--- config.mk ---
export PLATFORM = sky130hd
export DESIGN_NAME = dbg_hwbrk_mc
export DESIGN_NICKNAME = d
export VERILOG_FILES = /design/src/rtl/dbg_hwbrk_mc.sv
export SDC_FILE = /design/constraint.sdc
export NUM_CORES = 1
export LEC_CHECK = 0
export ABC_AREA = 0
export ABC_CLOCK_PERIOD_IN_PS = 4300
export BUFFER_PORTS_ARGS = -buffer_cell sky130_fd_sc_hd__clkbuf_2
export CAP_MARGIN = 20
export CORE_MARGIN = 5
export CORE_UTILIZATION = 35
export DETAILED_ROUTE_END_ITERATION = 6
export PLACE_DENSITY = 0.57
export SLEW_MARGIN = 5
export SYNTH_ARGS = -nofsm -noshare
export SYNTH_HDL_FRONTEND = slang
export SYNTH_SLANG_ARGS = --single-unit
--- constraint.sdc ---
create_clock -name mclk -period 4.3 [get_ports mclk]
set_clock_uncertainty 0.05 [all_clocks]
set_input_delay 0 -clock mclk [delete_from_list [all_inputs] [get_ports mclk]]
set_output_delay 0 -clock mclk [all_outputs]
set_load 0.05 [all_outputs]
--- src/rtl/dbg_hwbrk_mc.sv ---
// ----------------------------------------------------------------------------
// dbg_hwbrk_mc -- multi-channel hardware breakpoint / watchpoint unit
//
// Provides NCH independent channels. Each channel watches either the data
// flow (execution-unit memory bus) or the instruction flow (frontend fetches)
// for an address or address-range match. A per-channel pass counter can
// postpone triggering until a programmed number of hits has been seen.
// Channel results are OR-combined into one halt request and one read bus.
//
// Per-channel register map (select index 6*c+r):
//   r=0 CTL  [6:0] {CNT_EN, DATA_EN, RANGE_MODE, INST_EN, BREAK_EN, ACCESS_MODE[1:0]}
//   r=1 STAT [5:0] {RANGE_WR, RANGE_RD, ADDR1_WR, ADDR1_RD, ADDR0_WR, ADDR0_RD}, W1C
//   r=2 ADDR0, r=3 ADDR1, r=4 DATA, r=5 CNT[CNT_W-1:0]
//
// Optional feature macro: DBG_HWBRK_DATA_EN
//   defined   -> DATA register, CTL[5] and the data comparators are present
//   undefined -> address qualification only; DATA and CTL[5] read as 0
//
// Ports:
//   mclk        main clock
//   por_n       synchronous active-low reset
//   brk_halt    halt request to the debug controller
//   brk_pnd     per-channel "some STAT flag set"
//   brk_dout    register read data (OR of all selected registers)
//   brk_reg_rd  one-hot register read select
//   brk_reg_wr  one-hot register write select
//   dbg_din     register write data
//   eu_mab      execution-unit memory address bus
//   eu_mb_en    execution-unit memory bus enable
//   eu_mb_wr    execution-unit byte write enables
//   eu_mdb_in   memory read data (valid the cycle after the address phase)
//   eu_mdb_out  memory write data
//   exec_done   instruction execution completed
//   fe_mb_en    frontend memory bus enable
//   pc          program counter
// ----------------------------------------------------------------------------
module dbg_hwbrk_mc #(
    parameter int NCH   = 2,
    parameter int CNT_W = 8
) (
    input  logic             mclk,
    input  logic             por_n,
    output logic             brk_halt,
    output logic [NCH-1:0]   brk_pnd,
    output logic [15:0]      brk_dout,
    input  logic [6*NCH-1:0] brk_reg_rd,
    input  logic [6*NCH-1:0] brk_reg_wr,
    input  logic [15:0]      dbg_din,
    input  logic [15:0]      eu_mab,
    input  logic             eu_mb_en,
    input  logic [1:0]       eu_mb_wr,
    input  logic [15:0]      eu_mdb_in,
    input  logic [15:0]      eu_mdb_out,
    input  logic             exec_done,
    input  logic             fe_mb_en,
    input  logic [15:0]      pc
);

`ifdef DBG_HWBRK_DATA_EN
    localparam logic [6:0] CTL_MASK = 7'h7F;
`else
    localparam logic [6:0] CTL_MASK = 7'h5F;
    logic unused_mdb;
    assign unused_mdb = ^{eu_mdb_in, eu_mdb_out};
`endif

    logic                  fe_en_q;
    logic [NCH-1:0][15:0]  dout_ch;
    logic [NCH-1:0]        halt_ch;

    // The fetched word's pc is only meaningful the cycle after the fetch
    // request, so the frontend enable is delayed once and shared by all channels.
    always_ff @(posedge mclk) begin
        if (!por_n) fe_en_q <= 1'b0;
        else        fe_en_q <= fe_mb_en;
    end

    for (genvar c = 0; c < NCH; c++) begin : g_ch
        logic [6:0]       ctl;
        logic [5:0]       stat;
        logic [15:0]      addr0;
        logic [15:0]      addr1;
        logic [15:0]      data;
        logic [CNT_W-1:0] cnt;
        logic [2:0]       pend;
        logic [5:0]       wsel;
        logic [5:0]       rsel;
        logic [15:0]      addr;
        logic [2:0]       match;
        logic [2:0]       wr_hit;
        logic [2:0]       rd_acc;
        logic [2:0]       pend_set;
        logic [2:0]       rd_hit;
        logic             data_wr_ok;
        logic [5:0]       rawset;
        logic [5:0]       set;
        logic             cnt_hold;

        assign wsel = brk_reg_wr[6*c +: 6];
        assign rsel = brk_reg_rd[6*c +: 6];

        // Compare slots: 0 = ADDR0, 1 = ADDR1, 2 = range. Only the slots of the
        // selected mode can match; an inverted range never matches.
        assign addr     = ctl[3] ? pc : eu_mab;
        assign match[0] = ~ctl[4] & (addr == addr0);
        assign match[1] = ~ctl[4] & (addr == addr1);
        assign match[2] =  ctl[4] & (addr0 <= addr) & (addr <= addr1);

`ifdef DBG_HWBRK_DATA_EN
        logic [2:0] rd_acc_q;

        // Read data arrives one cycle after the address phase, so the address
        // match is held one cycle to be qualified against the returned data.
        assign data_wr_ok = ~ctl[5] | (eu_mdb_out == data);
        assign pend_set   = ctl[5] ? (rd_acc_q & {3{eu_mdb_in == data}}) : rd_acc;

        always_ff @(posedge mclk) begin
            if (!por_n) begin
                rd_acc_q <= '0;
                data     <= '0;
            end else begin
                rd_acc_q <= rd_acc;
                if (wsel[4]) data <= dbg_din;
            end
        end
`else
        logic unused_data_wr;
        assign unused_data_wr = wsel[4];
        assign data       = '0;
        assign data_wr_ok = 1'b1;
        assign pend_set   = rd_acc;
`endif

        assign wr_hit = {3{~ctl[3] & eu_mb_en & (|eu_mb_wr) & data_wr_ok}} & match;
        assign rd_acc = {3{~ctl[3] & eu_mb_en & ~(|eu_mb_wr)}} & match;

        // Data reads are reported at instruction end so that a read-modify-write
        // on the same compare slot shows up only as a write.
        assign rd_hit = ctl[3] ? ({3{fe_en_q}} & match)
                               : ({3{exec_done}} & pend & ~wr_hit);

        assign rawset = {wr_hit[2] & ctl[1], rd_hit[2] & ctl[0],
                         wr_hit[1] & ctl[1], rd_hit[1] & ctl[0],
                         wr_hit[0] & ctl[1], rd_hit[0] & ctl[0]};

        // While the pass counter is still running, hits only consume a count.
        assign cnt_hold = ctl[6] & (cnt != '0);
        assign set      = cnt_hold ? 6'b0 : rawset;

        // Channel registers; a STAT set beats a simultaneous clear and a CNT
        // write beats a simultaneous decrement.
        always_ff @(posedge mclk) begin
            if (!por_n) begin
                ctl   <= '0;
                stat  <= '0;
                addr0 <= '0;
                addr1 <= '0;
                cnt   <= '0;
                pend  <= '0;
            end else begin
                if (wsel[0]) ctl <= dbg_din[6:0] & CTL_MASK;
                if (wsel[1]) stat <= (stat & ~dbg_din[5:0]) | set;
                else         stat <= stat | set;
                if (wsel[2]) addr0 <= dbg_din;
                if (wsel[3]) addr1 <= dbg_din;
                if (wsel[5])                    cnt <= dbg_din[CNT_W-1:0];
                else if (cnt_hold && |rawset)   cnt <= cnt - CNT_W'(1);
                if (exec_done) pend <= '0;
                else           pend <= pend | pend_set;
            end
        end

        assign dout_ch[c] = ({16{rsel[0]}} & {9'b0, ctl})
                          | ({16{rsel[1]}} & {10'b0, stat})
                          | ({16{rsel[2]}} & addr0)
                          | ({16{rsel[3]}} & addr1)
                          | ({16{rsel[4]}} & data)
                          | ({16{rsel[5]}} & 16'(cnt));

        assign halt_ch[c] = ctl[2] & (|set);
        assign brk_pnd[c] = |stat;
    end

    // Merge all channels onto the shared halt line and read bus.
    always_comb begin
        brk_halt = |halt_ch;
        brk_dout = '0;
        for (int i = 0; i < NCH; i++) brk_dout = brk_dout | dout_ch[i];
    end

endmodule

==> run metrics, run 1 <==
outcome completed; initial antenna violation count 0; CP cell instances buf_12 > mux2i_2 > inv_1 > ha_1 > nand4_1 > or2_1 > a211o_1 > a31oi_2 > nor2_2 > a2111o_1 > nand2_2 > nand3_1 > o21ai_1 > clkbuf_4; Starting DRT DRC Count about 800; Clock Sinks about 110; DRT antenna net count 0; Worst R2R Start g_ch[0].ctl[3]; Unique masters post-synth between 70 and 80; final hold vios 0; fin crit share just under 100%; Pre-antenna DRT Iters 5; Slew @ Worst Pin slightly below 0.9 ns; Seq cells post-synth between 100 and 150; Slew Viols, Final 0; Reg2Reg Setup Slack 0.32 ns; hpwl dp around 19000 microns; commonest non-fill, non-tap cell in the layout nor2_1; Clock Latency Late Sink between 0.3 and 0.4 ns; Final Core Density about two fifths; GPL Wtd Cong a little under 0.9; worst hold margin between 0.005 and 0.006 ns; vias in the first global route about 6600; Critical Path RT ~4.3 ns; fin worst setup slack between 0.15 and 0.2 ns; Die Wd between 150 and 200 microns; FP Rows 53; number of buffers created by CTS 9; Worst-path clk slew roughly 0.080 ns; Final nets 1139; DP Worst Slack approximately 0.46 ns; Detailed Route WL about 25000 microns; Setup CP Type register to output port; CP Buf/Inv Count 3; Initial Util 35.42%; Tmin final between 4 and 5 ns; CP arrival ~4 ns; sequential area share after synthesis between 30% and 40%; Leakage approximately 3.8 nW; slowest stage cell on the critical path a2111o_1; Cell Count, Final, Fillers Out 1240; IO buf count 93; Hold EP g_ch[1].stat[1]; vias just under 7000; normalized max-slew margin 40.96%; VDD IR-drop max ~160 uV; Hold Path Depth 4; dpl cells 1208; DR WL/cell between 15 and 20 microns; Tot Pwr about 2.7 mW; delay-heaviest family, CP compound AO/OA/AOI/OAI gates; PwrDens slightly above 300 nW/um^2; pin count of the biggest net entering global routing 53; Max-Cap Viols 0; Via-to-Cell Ratio approximately 5.5; Top FF cell, synth dfxtp_1; synth warn 0; clk root buf clkbuf_16; # DRC 0; Mapped Cells 880; endpoints failing setup 0; Congestion Overflow GR 0; share of post-route cells with drive strength above 1 16.17%; Die Ht 155.4 microns; CP Capture Type output port; commonest cells after routing, fill and taps aside nor2_1 (118), dfxtp_1 (111), mux2i_1 (105), clkbuf_2 (92), inv_1 (82); num ports 130; core area about 21000 sq um; CTS HTree Levels 3; clk buf depth 2; crit-path max FO 26; ANT cells 0; fraction of registers with async set/reset 0%; syn_nets 1059; EDFF count, synth 0; Worst Setup Start Kind register; Max Clk Rate 241.4 MHz; reg-to-reg endpoint g_ch[0].cnt[1]; Hold WC Path Type input port to register; synthesized area per cell between 8 and 9 sq um; die area approximately 24000 sq um; mapped cell area around 7400 sq um; worst-case reg-to-reg path depth 14; Area Growth Syn to Fin 15.25%; worst hold start brk_reg_wr[7]; first-pass GRT wire length 37960 microns; CP max stage delay roughly 0.56 ns; Total GRT Usage 20.28%; CTS tree done
## worst max-delay path by stage
stage / from / to / slack, ns / cells after the start
floorplan: g_ch[0].ctl[3] / brk_halt / 0.24 / 15
global placement: g_ch[1].ctl[3] / g_ch[1].cnt[5] / 0.51 / 14
detailed placement: g_ch[1].ctl[3] / g_ch[1].cnt[5] / 0.46 / 14
CTS: g_ch[0].ctl[3] / brk_halt / 0.13 / 14
global route: g_ch[0].ctl[3] / brk_halt / -0.02 / 14
finish: g_ch[0].ctl[3] / brk_halt / 0.16 / 14
## cell families (layout without fill, tap and decap cells)
| logic type | after synthesis | count (layout) | share of synthesized area [%] |
|---|---|---|---|
| buffers and inverters | 132 | 217 | 7.203 |
| AND/OR/NAND/NOR | 274 | 274 | 17.82 |
| AO/OA/AOI/OAI | 182 | 182 | 18.25 |
| XOR/XNOR | 5 | 5 | 0.5918 |
| adder cells (fa/ha/maj) | 68 | 68 | 11.50 |
| flip-flops | 111 | 111 | 30.03 |
| multiplexers | 108 | 108 | 14.61 |
## cell type report
class | instances | area [sq um]
clock inverter | 7 | 66.31
timing repair buffer | 118 | 703.2
inverter | 83 | 311.5
sequential | 111 | 2222
clock buffer | 9 | 225.2
fill | 2143 | 12360
multi-input combinational | 637 | 4656
tap | 275 | 344.1
## state kept, by name, summed over array words and instances (netlist names)
signal and cells:
g_ch.ctl 12, fe_en_q 1, g_ch.stat 12, g_ch.cnt 16, g_ch.addr1 32, g_ch.addr0 32, g_ch.pend 6
## stage by stage
step | setup TNS [ns] | area [sq um]
2_1_floorplan | 0 | 7400
3_3_place_gp | 0 | 8068
3_5_place_dp | 0 | 8068
4_1_cts | 0 | 8499
5_1_grt | -0.01543 | 8528
6_report | 0 | 8528
## power breakdown
group          internal, mW  leakage (nW)  switching, mW
sequential             1.08         0.914         0.0610
combinational         0.244          2.70          0.433
clock                 0.405         0.135          0.436
## metal layers
layer | vias up | global-route usage, % | part of all wire [%]
met4 | 0 | 7.128 | 2.7
li1 | 3316 | - | -
met3 | 44 | 3.477 | 6.1
met2 | 198 | 31.75 | 45
met5 | - | 0 | 0
met1 | 3201 | 28.13 | 46
## Yosys cell counts, types with 9 or more instances
| master | n | area [sq um] |
|---|---|---|
| o21ai_0 | 18 | 90.09 |
| nor2_1 | 118 | 442.9 |
| nand2_1 | 53 | 198.9 |
| a22oi_1 | 46 | 345.3 |
| dfxtp_1 | 111 | 2222 |
| clkbuf_1 | 34 | 127.6 |
| nand3_1 | 17 | 85.08 |
| mux2i_1 | 108 | 1081 |
| buf_1 | 9 | 33.78 |
| ha_1 | 68 | 850.8 |
| nand4_1 | 30 | 187.7 |
| inv_1 | 83 | 311.6 |
| a21oi_1 | 43 | 215.2 |
| nand2b_1 | 9 | 56.30 |
## worst min-delay path: stages
cell	delay, ns
clkbuf_2	0.16
nand2_1	0.09
a21oi_1	0.06
nor2_1	0.07
## repair_timing
action / in CTS / in global routing
hold endpoints to repair: 43 / 0
gates resized for setup: 0 / 5
hold buffers: 14 / 0
endpoints found under the setup margin: 0 / 1
buffers inserted: 0 / 2
Note: power is estimated with default switching activity, not from simulation.
==> run 2, diff against run 1 <==
--- a/config.mk
+++ b/config.mk
@@ -6,7 +6,7 @@
 export NUM_CORES = 1
 export LEC_CHECK = 0
 export ABC_AREA = 0
-export ABC_CLOCK_PERIOD_IN_PS = 4300
+export ABC_CLOCK_PERIOD_IN_PS = 4650
 export BUFFER_PORTS_ARGS = -buffer_cell sky130_fd_sc_hd__clkbuf_2
 export CAP_MARGIN = 20
 export CORE_MARGIN = 5
==> constraint.sdc (replaced) <==
create_clock -name mclk -period 4.65 [get_ports mclk]
set_clock_uncertainty 0.05 [all_clocks]
set_input_delay 0 -clock mclk [delete_from_list [all_inputs] [get_ports mclk]]
set_output_delay 0 -clock mclk [all_outputs]
set_load 0.05 [all_outputs]
==> run 2 against run 1 <==
Effect of this change: the flow now finishes with violations (negative hold slack); worst hold slack worse by 0.0074 ns; via count down 0.28%; core utilization is 0.30 points lower; clock power shrank 4.0%; critical path type unchanged.
==> run metrics, run 2 (synthesis results as in run 1) <==
post-route cell area 8466 sq um (-0.73%); Layout fillers 2099 (-2.1%); num ports 130 (unchanged); FP Rows 53 (unchanged); Clock Sinks 111 (unchanged); DRT antenna net count 0 (unchanged); number of buffers created by CTS 9 (unchanged); worst hold margin -0.002067 ns (-0.007384 ns); vias 6740 (-0.28%); # DRC 0 (unchanged); DR WL/cell 19.90 microns (+0.24%); Placement Cell Area 8048 sq um (-0.25%); clk root buf clkbuf_16; ANT cells 0 (unchanged); DP Worst Slack 0.4530 ns (-0.009062 ns); Total GRT Usage 20.11% (-0.17 points); Congestion Overflow GR 0 (unchanged); normalized max-slew margin 23.81% (-17 points); Area Growth Syn to Fin 14.41%; violated checks negative hold slack; PwrDens 293.4 nW/um^2 (-5.9%); commonest non-fill, non-tap cell in the layout nor2_1; VDD IR-drop max 165.4 uV (+5.0%); Setup TNS Final 0 ns (unchanged); core area 20890 sq um (unchanged); Slew Viols, Final 0 (unchanged); worst hold start dbg_din[7]; Clock Latency Late Sink 0.36 ns (about the same); Die Ht 155.4 microns (unchanged); CP Capture Type output port; fin worst setup slack 0.3280 ns (+0.1711 ns); final hold vios 1 (+1); GPL Wtd Cong 0.9150 (+4.4%); Max-Cap Viols 0 (unchanged); outcome complete, but fails checks; fin crit share between 90 and 100%; Worst R2R Start g_ch[1].ctl[3]; share of post-route cells with drive strength above 1 15.52% (-0.64 points); Tmin final 4.322 ns; Hold WC Path Type input port to register; Top Registers g_ch.addr0: 32 flops, g_ch.addr1: 32 flops, g_ch.cnt: 16 flops; Tot Pwr 2.484 mW (-6.6%); Critical Path RT 4.60 ns (+0.35 ns); Resize count post-CTS 0 (unchanged); Initial Util 35.42% (unchanged); RSZ-0062 raised after global routing no; Via-to-Cell Ratio 5.457 (+0.12%); Worst Setup Start Kind register; IO buf count 93 (unchanged); Starting DRT DRC Count 637 (-18%); initial antenna violation count 1 (+1); Setup CP Type register to output port; clk buf depth 2 (unchanged); crit-path max FO 14 (-46%); Detailed Route WL 24570 microns (-0.16%); Final nets 1134 (-0.44%); vias in the first global route 6424 (-3.0%); first-pass GRT wire length 37760 microns (-0.55%); CP arrival 4.27 ns (+0.18 ns); hpwl dp 18870 microns (+0.11%); die area 24150 sq um (unchanged); endpoints failing setup 0 (unchanged); Leakage 3.735 nW (-0.43%); # Post-CTS Setup Buffers 0 (unchanged); Slew @ Worst Pin 1.143 ns (+0.2574 ns); commonest cells after routing, fill and taps aside nor2_1 (118), dfxtp_1 (111), mux2i_1 (108), clkbuf_2 (93), inv_1 (82); pin count of the biggest net entering global routing 82 (+55%); Max Clk Rate 231.4 MHz; Die Wd 155.4 microns (unchanged); CTS tree done; crit path from g_ch[0].ctl[3]; Worst-path clk slew 0.08 ns (about the same); Pre-antenna DRT Iters 7 (+2); CTS HTree Levels 3 (unchanged)
-- run 2: cell count changes in the layout (fill, tap and decap cells not counted), sizes merged --
cell | before | now
buf | 11 | 8
clkinvlp | 2 | 0
dlygate4sd3 | 14 | 12
bufinv | 0 | 1
clkbuf | 102 | 103
clkinv | 3 | 4
inv | 85 | 84
-- run 2: through the flow --
step	instances	hold WS (ns)	utilization (%)
after floorplan	880	0.07729	-
after global placement	1207	0.1797	38.53
after detailed placement	1207	0.1733	38.53
after CTS	1235	0.0001583	40.53
after global routing	1235	0.02312	40.53
final	1235	-0.002067	40.53
-- run 2: path summary, 6_finish.rpt --
kind | to | slack (ns) | cells after the start
min reg2reg | g_ch[0].pend[0] | 0.43 | 2
max | brk_halt | 0.33 | 14
max reg2reg | g_ch[1].cnt[3] | 0.41 | 13
min | g_ch[1].addr0[7] | -0.002 | 3
-- run 2: timing repair --
action                                  CTS  global route
endpoints found under the setup margin    0             0
endpoints found under the hold margin    40             0
hold buffers                             12             0
-- run 2: report_power, final --
| part | leakage [nW] | internal (mW) | switching [mW] | total [mW] |
|---|---|---|---|---|
| clock network | 0.148 | 0.423 | 0.385 | 0.808 |
| logic | 2.67 | 0.221 | 0.400 | 0.621 |
| registers | 0.914 | 0.999 | 0.0555 | 1.05 |
-- run 2: layout make-up --
class,count,area [sq um],share of cell area (%)
multi-input cells,637,4644,54.86
flip-flops and latches,111,2222,26.25
repair buffers,113,645.6,7.626
well taps,275,344.1,4.064
inverters,83,311.5,3.680
clock buffers,10,229.0,2.705
clock inverters,6,68.82,0.8129
-- run 2: worst max-delay path, stage by stage (launching register included) --
cell,delay (ns)
dfxtp_1,0.32
buf_4,0.26
buf_4,0.30
mux2i_1,0.27
ha_1,0.29
a21oi_1,0.22
o22ai_1,0.11
a2111oi_2,0.42
a221oi_2,0.17
o31a_1,0.30
a2111o_1,0.50
nand2_2,0.20
nand3_1,0.10
o21ai_1,0.13
clkbuf_2,0.31
-- run 2: per-layer routing --
metal / GRT usage, % / vias to the layer above / wire, microns
met5: 0 / - / 11
met1: 27.66 / 3177 / 11350
met2: 32.02 / 216 / 11110
li1: - / 3312 / -
met4: 6.211 / 2 / 512
met3: 3.700 / 33 / 1590
==> run 3, diff against run 2 <==
--- a/config.mk
+++ b/config.mk
@@ -10,9 +10,9 @@
 export BUFFER_PORTS_ARGS = -buffer_cell sky130_fd_sc_hd__clkbuf_2
 export CAP_MARGIN = 20
 export CORE_MARGIN = 5
-export CORE_UTILIZATION = 35
+export CORE_UTILIZATION = 53
 export DETAILED_ROUTE_END_ITERATION = 6
-export PLACE_DENSITY = 0.57
+export PLACE_DENSITY = 0.79
 export SLEW_MARGIN = 5
 export SYNTH_ARGS = -nofsm -noshare
 export SYNTH_HDL_FRONTEND = slang
==> run 3 against run 2 <==
Effect of this change: the run now ends clean; routed wire length fell by 8.8%; sequential cell count did not move; worst hold slack improved by 0.0083 ns; die area fell by 32%; clock power fell by 0.9%; first-iteration DRC count rose by 17%; fmax fell by 0.32%; power fell by 0.44%; via count rose by 4.0%; register-to-register slack barely moved; design area fell by 1.4%; non-clock buffer count fell by 1.
==> run metrics, run 3 (synthesis results as in run 1) <==
outcome completed; Placement Cell Area 7906 sq um (-1.8%); reg-to-reg endpoint g_ch[1].cnt[3]; VDD IR-drop max 215.6 uV (+30%); Setup CP Type register to output port; share of post-route cells with drive strength above 1 15.12% (-0.40 points); crit-path max FO 24 (+10); Cell Count, Final, Fillers Out 1139 (-7.8%); GPL Wtd Cong 0.9259 (+1.2%); CP arrival 4.29 ns (+0.02 ns); Die Wd 128.2 microns (-18%); DP Worst Slack 0.5125 ns (+0.05947 ns); CTS HTree Levels 3 (unchanged); Final Core Density 60.60% (+20 points); Hold EP g_ch[1].pend[0]; number of buffers created by CTS 9 (unchanged); Clock Latency Late Sink 0.36 ns (about the same); die area 16430 sq um (-32%); Via-to-Cell Ratio 6.154 (+13%); Worst R2R Start g_ch[1].ctl[3]; slowest stage cell on the critical path a2111o_1; Pre-antenna DRT Iters 5 (-2); Top Registers g_ch.addr0: 32 flops, g_ch.addr1: 32 flops, g_ch.cnt: 16 flops; CTS tree done; Slew @ Worst Pin 1.084 ns (-0.05925 ns); CP Capture Type output port; core area 13770 sq um (-34%); fin worst setup slack 0.3143 ns (-0.01369 ns); endpoints failing setup 0 (unchanged); post-route cell area 8347 sq um (-1.4%); initial antenna violation count 0 (-1); ANT cells 0 (unchanged); dpl cells 1109 (-8.1%); DR WL/cell 19.67 microns (-1.1%); Detailed Route WL 22400 microns (-8.8%); worst hold margin 0.006198 ns (+0.008265 ns); Initial Util 53.72% (+18 points); clk root buf clkbuf_16; Resize count post-CTS 0 (unchanged); hpwl dp 16740 microns (-11%); Worst Setup Start Kind register; Tot Pwr 2.473 mW (-0.44%); FP Rows 43 (-19%); worst-case reg-to-reg path depth 13 (unchanged); pin count of the biggest net entering global routing 89 (+8.5%); Max-Cap Viols 0 (unchanged); Critical Path RT 4.60 ns (about the same); Slew Viols, Final 0 (unchanged); fin crit share 93.24% (+0.29 points); final hold vios 0 (-1); vias 7009 (+4.0%); clk buf depth 2 (unchanged); vias in the first global route 6495 (+1.1%); delay-heaviest family, CP compound AO/OA/AOI/OAI gates; RSZ-0062 raised after global routing no; num ports 130 (unchanged); Leakage 3.724 nW (-0.27%); # Post-CTS Setup Buffers 0 (unchanged); first-pass GRT wire length 35000 microns (-7.3%); Final nets 1133 (-0.088%); Hold Path Depth 5 (+2); commonest cells after routing, fill and taps aside nor2_1 (118), dfxtp_1 (111), mux2i_1 (108), clkbuf_2 (93), inv_1 (82); CP max stage delay 0.54 ns (+0.04 ns); Starting DRT DRC Count 747 (+17%); DRT antenna net count 0 (unchanged); CP Buf/Inv Count 3 (unchanged); Total GRT Usage 27.08% (+7.0 points); commonest non-fill, non-tap cell in the layout nor2_1; IO buf count 93 (unchanged); worst hold start eu_mb_en; Hold WC Path Type input port to register; Die Ht 128.2 microns (-18%); # DRC 0 (unchanged); Worst-path clk slew 0.07 ns (about the same); Setup TNS Final 0 ns (unchanged); normalized max-slew margin 27.76% (+4.0 points); Reg2Reg Setup Slack 0.41 ns (about the same); Congestion Overflow GR 0 (unchanged); Max Clk Rate 230.6 MHz (-0.32%); Area Growth Syn to Fin 12.80%; Tmin final 4.336 ns (+0.01369 ns); PwrDens 296.3 nW/um^2 (+0.98%); CP cell instances buf_4 > mux2i_1 > inv_1 > ha_1 > nand4_1 > or2_1 > a211o_1 > a31oi_2 > nor2_2 > a2111o_1 > nand2_2 > nand3_1 > o21ai_1 > clkbuf_2; Clock Sinks 111 (unchanged)
run 3: cell types whose count changed in the layout (fill, tap and decap cells not counted):
cell / delta
dlygate4sd3_1: +2
clkbuf_8: +1
clkbuf_1: +1
buf_4: -3
clkinvlp_4: +1
clkinv_2: -1
clkinv_4: -2
run 3: layer usage:
| layer | wire length, microns | track usage, % | share of wire, % | vias up |
|---|---|---|---|---|
| li1 | - | - | - | 3313 |
| met1 | 9523 | 37.80 | 43 | 3277 |
| met2 | 9940 | 42.61 | 44 | 353 |
| met3 | 2160 | 4.042 | 9.6 | 66 |
| met4 | 778 | 9.551 | 3.5 | 0 |
| met5 | 0 | 0 | 0 | - |
run 3: worst max-delay path by stage:
stage | slack (ns) | end | depth (start not counted) | start
floorplan | 0.59 | brk_halt | 15 | g_ch[0].ctl[3]
global placement | 0.56 | g_ch[1].cnt[3] | 12 | g_ch[1].ctl[3]
finish | 0.31 | brk_halt | 14 | g_ch[0].ctl[3]
CTS | 0.33 | brk_halt | 14 | g_ch[0].ctl[3]
detailed placement | 0.51 | g_ch[1].cnt[3] | 13 | g_ch[1].ctl[3]
global route | 0.10 | brk_halt | 14 | g_ch[0].ctl[3]
run 3: worst register-to-register path, stage by stage, from the launching register on:
cell	delay [ns]
dfxtp_1	0.31
buf_4	0.27
mux2i_1	0.32
inv_1	0.08
ha_1	0.29
nand4_1	0.24
nor2_1	0.07
a221oi_1	0.44
a31oi_2	0.18
a211oi_2	0.34
a21oi_1	0.18
a32oi_1	0.91
nor4_1	0.11
o311a_1	0.36
run 3: power breakdown:
part | leakage, nW | switching, mW | internal (mW)
clock | 0.145 | 0.364 | 0.437
combinational | 2.67 | 0.393 | 0.224
sequential | 0.914 | 0.0562 | 0.999
total | 3.72 | 0.814 | 1.66
run 3: area by class of cell:
| type | count | area [sq um] |
|---|---|---|
| sequential | 111 | 2222 |
| multi-input combinational | 637 | 4644 |
| clock buffer | 12 | 246.5 |
| inverter | 83 | 311.5 |
| timing repair buffer | 112 | 643.1 |
| fill | 1217 | 5426 |
| tap | 180 | 225.2 |
| clock inverter | 4 | 53.80 |
run 3: timing repair:
item	CTS	global route
endpoints found under the hold margin	47	0
hold buffers	14	0
endpoints found under the setup margin	0	0
